### src/rtl/uart_stop_check_seq.sv
// -----------------------------------------------------------------------------
// uart_stop_check_seq
//
// Registered stop-bit checker for the UART receive path. It sits between the
// data-bit shift stage and the RX data register. It captures the assembled
// word when the stop phase begins and samples STOP_BITS stop bits on the
// mid-bit strobe. It then publishes the word with a one-cycle valid pulse, or
// publishes zero with a framing error. It also keeps a saturating
// framing-error counter, flags break frames and pulses overrun when a new
// frame arrives while the checker is still busy.
//
// Optional feature: define STOP_CHECK_PARITY_EN to latch parity_in and report
// an even-parity mismatch on parity_error. Without the macro, parity_in is
// ignored and parity_error is tied low.
//
// Parameters
//   DATA_W     data word width (5..9)
//   STOP_BITS  stop bits sampled per frame (1..4)
//   CNT_W      width of the saturating framing-error counter
//
// Ports
//   clk           system clock, rising edge
//   rst_n         synchronous active-low reset
//   sample_tick   one-cycle mid-bit sample strobe
//   rx_in         synchronised serial RX line
//   check_stop    one-cycle pulse: data bits complete, data_in/parity_in valid
//   data_in       assembled data word
//   parity_in     received parity bit
//   err_clr       clears error_count (wins over a same-cycle increment)
//   data_out      checked word, zero on a framing error
//   data_valid    one-cycle pulse: published outputs updated
//   stop_error    framing error for the last published frame
//   break_det     last frame was a break (zero data, stop bit low)
//   parity_error  parity mismatch for the last published frame
//   overrun       one-cycle pulse: check_stop arrived while busy
//   error_count   saturating count of frames with stop_error
//   busy          high while the stop bits are being sampled
// -----------------------------------------------------------------------------
module uart_stop_check_seq #(
  parameter int DATA_W    = 8,
  parameter int STOP_BITS = 1,
  parameter int CNT_W     = 8
) (
  input  logic              clk,
  input  logic              rst_n,
  input  logic              sample_tick,
  input  logic              rx_in,
  input  logic              check_stop,
  input  logic [DATA_W-1:0] data_in,
  input  logic              parity_in,
  input  logic              err_clr,
  output logic [DATA_W-1:0] data_out,
  output logic              data_valid,
  output logic              stop_error,
  output logic              break_det,
  output logic              parity_error,
  output logic              overrun,
  output logic [CNT_W-1:0]  error_count,
  output logic              busy
);

  typedef enum logic [0:0] {
    ST_IDLE = 1'b0,
    ST_STOP = 1'b1
  } state_t;

  // Counter value on the tick that samples the last stop bit.
  localparam logic [1:0]       LAST_CNT = 2'(STOP_BITS - 1);
  localparam logic [CNT_W-1:0] CNT_MAX  = {CNT_W{1'b1}};

  state_t            state_r;
  logic [DATA_W-1:0] shadow_r;
  logic [1:0]        bit_cnt_r;
  logic              err_acc_r;
  logic [DATA_W-1:0] data_out_r;
  logic              data_valid_r;
  logic              stop_error_r;
  logic              break_det_r;
  logic              overrun_r;
  logic [CNT_W-1:0]  error_count_r;

  logic              final_tick_s;
  logic              final_err_s;

  // The final tick also folds in the current rx_in sample.
  assign final_tick_s = (state_r == ST_STOP) && sample_tick && (bit_cnt_r == LAST_CNT);
  assign final_err_s  = err_acc_r | ~rx_in;

  // Frame FSM: capture on check_stop, sample stop bits, publish on final tick.
  always_ff @(posedge clk) begin
    if (!rst_n) begin
      state_r      <= ST_IDLE;
      shadow_r     <= {DATA_W{1'b0}};
      bit_cnt_r    <= 2'd0;
      err_acc_r    <= 1'b0;
      data_out_r   <= {DATA_W{1'b0}};
      data_valid_r <= 1'b0;
      stop_error_r <= 1'b0;
      break_det_r  <= 1'b0;
      overrun_r    <= 1'b0;
    end else begin
      data_valid_r <= 1'b0;
      overrun_r    <= 1'b0;
      case (state_r)
        ST_IDLE: begin
          // A tick in the capture cycle is deliberately not sampled.
          if (check_stop) begin
            shadow_r  <= data_in;
            bit_cnt_r <= 2'd0;
            err_acc_r <= 1'b0;
            state_r   <= ST_STOP;
          end
        end
        ST_STOP: begin
          // A new frame while sampling is dropped; the shadow word is kept.
          overrun_r <= check_stop;
          if (sample_tick) begin
            err_acc_r <= final_err_s;
            bit_cnt_r <= bit_cnt_r + 2'd1;
            if (bit_cnt_r == LAST_CNT) begin
              data_out_r   <= final_err_s ? {DATA_W{1'b0}} : shadow_r;
              stop_error_r <= final_err_s;
              break_det_r  <= final_err_s & (shadow_r == {DATA_W{1'b0}});
              data_valid_r <= 1'b1;
              state_r      <= ST_IDLE;
            end
          end
        end
        default: begin
          state_r <= ST_IDLE;
        end
      endcase
    end
  end

  // Saturating framing-error counter; a clear overrides a same-cycle increment.
  always_ff @(posedge clk) begin
    if (!rst_n) begin
      error_count_r <= {CNT_W{1'b0}};
    end else if (err_clr) begin
      error_count_r <= {CNT_W{1'b0}};
    end else if (final_tick_s && final_err_s && (error_count_r != CNT_MAX)) begin
      error_count_r <= error_count_r + CNT_W'(1'b1);
    end
  end

`ifdef STOP_CHECK_PARITY_EN
  logic parity_latch_r;
  logic parity_error_r;

  // Even parity over word and parity bit: a set result is a mismatch.
  function automatic logic even_parity_err(input logic [DATA_W-1:0] word,
                                           input logic              par);
    return ^{word, par};
  endfunction

  // Parity latch follows the shadow capture; the result is published with the frame.
  always_ff @(posedge clk) begin
    if (!rst_n) begin
      parity_latch_r <= 1'b0;
      parity_error_r <= 1'b0;
    end else begin
      if ((state_r == ST_IDLE) && check_stop) begin
        parity_latch_r <= parity_in;
      end
      if (final_tick_s) begin
        parity_error_r <= even_parity_err(shadow_r, parity_latch_r);
      end
    end
  end

  assign parity_error = parity_error_r;
`else
  logic parity_in_unused_s;
  assign parity_in_unused_s = parity_in;
  assign parity_error       = 1'b0;
`endif

  assign data_out    = data_out_r;
  assign data_valid  = data_valid_r;
  assign stop_error  = stop_error_r;
  assign break_det   = break_det_r;
  assign overrun     = overrun_r;
  assign error_count = error_count_r;
  assign busy        = (state_r == ST_STOP);

endmodule

### config.mk
export PLATFORM = sky130hd
export DESIGN_NAME = uart_stop_check_seq
export DESIGN_NICKNAME = d
export VERILOG_FILES = /design/src/rtl/uart_stop_check_seq.sv
export SDC_FILE = /design/constraint.sdc
export NUM_CORES = 1
export LEC_CHECK = 0
export ABC_CLOCK_PERIOD_IN_PS = 1700
export CORE_MARGIN = 5
export CORE_UTILIZATION = 45
export DETAILED_ROUTE_END_ITERATION = 10
export GPL_ROUTABILITY_DRIVEN = 0
export PLACE_DENSITY = 0.86
export SYNTH_ARGS = -nofsm -noshare
export SYNTH_HDL_FRONTEND = slang
export SYNTH_SLANG_ARGS = --single-unit
### constraint.sdc
create_clock -name clk -period 1.7 [get_ports clk]
set_input_delay 0.255 -clock clk [delete_from_list [all_inputs] [get_ports clk]]
set_output_delay 0.255 -clock clk [all_outputs]
set_load 0.02 [all_outputs]
==> impl_metrics.env <==
export IMPL_floorplan_initialDensity=0.4645
export IMPL_synthesis_instances=140
export IMPL_dp_final_hpwl_microns=2235
export IMPL_layout_nets=199
export IMPL_critical_path_n_buffers_inverters=1
export IMPL_dp_cells=206
export IMPL_first_global_vias=1197
export IMPL_die_x_microns=63.13
export IMPL_grt_antenna_before_repair=0
export IMPL_multi_input_area_sq_um=584.3
export IMPL_areaGrowthSynthToFinish_pct=36.65
export IMPL_gr_usage_all_layers=0.1560
export IMPL_placeableCoreArea_sq_um=2734
export IMPL_htree_levels=2
export IMPL_post_cts_setup_buffers=0
export IMPL_stdcell_count=214
export IMPL_cp_data_arrival_time_ns=1.37
export IMPL_io_buffers=34
export IMPL_req_time_crit_path_ns=1.44
export IMPL_grt_pass1_wl_microns=5140
export IMPL_pin_count_of_the_biggest_net_entering_global_routing=11
export IMPL_clk_path_buf_depth=2
export IMPL_cts_hold_repair_buffers=0
export IMPL_vias_per_cell=5.280
export IMPL_final_count_of_negative_setup_slack_endpoints=0
export IMPL_fin_skew_ns=0.005172
export IMPL_clk_tree_root_cell="clkbuf_4"
export IMPL_fmax_mhz=615.1
export IMPL_initialDrtViolationCount=35
export IMPL_synth_top_area_share=0.5044
export IMPL_synthTopCellsByArea="dfxtp_1 (50%), a21oi_1 (5.9%), nand2_1 (5.9%)"
export IMPL_setup_tns_final_ns=0
export IMPL_die_h_microns=63.13
export IMPL_fin_crit_sh=0.9564
export IMPL_run_status="complete, no violations"
export IMPL_path_class="flop to output pin"
export IMPL_critical_path_s_largest_stage_delay_ns=0.63
export IMPL_synth_area_leader_cell="dfxtp_1"
export IMPL_postSynthAreaPerCell_sq_um=9.071
export IMPL_start_kind="flop"
export IMPL_cts_tree="done"
export IMPL_drt_pass1_iter_count=4
export IMPL_maxSlewViolCount=0
export IMPL_clk_pin_slew_ns=0.09
export IMPL_seqCellArea_sq_um=640.6
export IMPL_antenna_left=0
export IMPL_timing_critical_path_max_delay_family="buffers and inverters"
export IMPL_count_of_standard_cell_rows=19
export IMPL_worst_hold_path_type="input pin to flop"
export IMPL_final_core_utilization=0.6348
export IMPL_number_of_max_cap_violations=0
export IMPL_insertedDiodeCount=0
export IMPL_p_leak_uw=0.0007143
export IMPL_design_die_area_sq_um=3985
export IMPL_synth_warnings=0
export IMPL_critical_path_max_fanout=5
export IMPL_post_route_cell_area_sq_um=1735
export IMPL_clkLatencyLatePin_ns=0.33
export IMPL_post_drt_wl_per_cell_microns=13.44
export IMPL_mappedNetlistNets=157
export IMPL_route_vias_total=1130
export IMPL_period_minus_slack_ns=1.626
export IMPL_ys_seq_area_frac=0.5044
export IMPL_rsz0062_at_grt="false"
export IMPL_clock_sink_count=32
export IMPL_wl_microns=2877
export IMPL_fill_cells=226
export IMPL_grt_overflow_total=0
export IMPL_synth_seq_cells=32
export IMPL_cp_cell_sequence="clkdlybuf4s50_1"
export IMPL_power_density_cell_area_nw_per_um2=799.3
export IMPL_mappedNetlistArea_sq_um=1270
export IMPL_finalHoldViolations=0
export IMPL_detail_route_drc_violations=0
export IMPL_tritoncts_num_buffers=5
export IMPL_top_level_ports=37
export IMPL_maximum_vdd_drop_uv=759.7
export IMPL_placed_area_sq_um=1668
export IMPL_synthDistinctLibCells=36
export IMPL_crit_slowest_cell="clkdlybuf4s50_1"
export IMPL_end_kind="output pin"
export IMPL_post_route_cells_drive_above_1_share=0.1093
cell families (layout without fill, tap and decap cells):
group / Yosys count / after routing / synth area share
simple gates: 57 / 57 / 0.2217
mux: 1 / 1 / 0.007882
xor+xnor: 1 / 1 / 0.006898
buf+inv: 10 / 53 / 0.03546
other cells: 1 / 1 / 0.002953
fa+ha+maj: 2 / 2 / 0.01970
flops: 32 / 32 / 0.5044
compound gates: 36 / 36 / 0.2010
state kept, by name (all words and copies together) (netlist names):
signal / cells
break_det: 1
err_acc_r: 1
error_count: 8
busy: 1
bit_cnt_r: 2
overrun: 1
shadow_r: 8
data_valid: 1
data_out: 8
stop_error: 1
cell type report:
type / instances / share of cell area
sequential: 32 / 0.3691
multi-input combinational: 98 / 0.3367
timing repair buffer: 40 / 0.2271
clock buffer: 8 / 0.03389
tap: 31 / 0.02235
inverter: 5 / 0.01081
through the flow:
step | setup WS (ns) | hold slack, ns | power (uW)
after floorplan | 0.2569 | 0.3652 | 887.8
after global placement | 0.0008378 | 0.4580 | 954.5
after detailed placement | -0.04241 | 0.4650 | 960.7
after CTS | 0.01460 | 0.4784 | 1395
after global routing | 0.01213 | 0.4853 | 1451
final | 0.07419 | 0.4760 | 1387
final timing paths:
| kind | slack [ns] | cells after the start | to | from |
|---|---|---|---|---|
| worst min-delay path | 0.48 | 3 | shadow_r[2] | data_in[2] |
| worst max register to register | 0.22 | 6 | error_count[0] | error_count[0] |
| worst min register to register | 0.48 | 2 | shadow_r[5] | shadow_r[5] |
| worst max-delay path | 0.07 | 1 | error_count[7] | error_count[7] |
synthesized netlist by cell type, drive strengths merged:
library cell  count
o21ai             4
clkinv            1
a211oi            1
nor4              3
buf               3
o21a              1
inv               4
nand4             1
o211ai            1
and3              2
xor2              1
nand2b            3
ha                2
a21oi            15
nor3              2
dfxtp            32
nand2            20
nor2b             2
a41o              1
o211a             1
a32oi             2
a31oi             1
nor2             14
conb              1
mux2i             1
o21ba             1
a22o              8
or2               1
clkbuf            2
nand3b            1
nand3             6
or3               2
layout by cell type (no fill, tap or decap), types with 2 or more instances in the layout:
cell type	netlist	routed
nor2b_1	2	2
or3_1	2	2
nand2b_1	3	3
o21ai_0	4	4
clkdlybuf4s50_1	0	29
dfxtp_1	32	32
clkbuf_1	2	2
ha_1	2	2
nor4_1	3	3
clkbuf_4	0	5
nor3_2	2	2
buf_4	2	6
a21oi_1	15	15
nand3_1	5	5
a32oi_1	2	2
nor2_1	13	13
a22o_1	8	8
nand2_1	20	20
inv_1	4	4
dlymetal6s2s_1	0	4
timing repair:
item                       4_1_cts  5_1_grt
setup endpoints to repair        1        4
pin swaps                        0        0
gates resized for setup          1        4
per-layer routing:
metal / part of all wire / vias to the layer above / wire, microns / GRT usage
met4: 0.0097 / 0 / 28 / 0.03979
met2: 0.51 / 37 / 1469 / 0.2859
met1: 0.42 / 513 / 1195 / 0.1656
met3: 0.064 / 4 / 183 / 0.05861
li1: - / 576 / - / -
met5: 0 / - / 0 / 0
where the power goes:
group	switching [uW]	leakage, uW	internal [uW]
logic	79.2	0.000422	74.8
registers	17.1	0.000260	771
clock network	241	0.0000326	204
(Power assumes the default switching activity.)
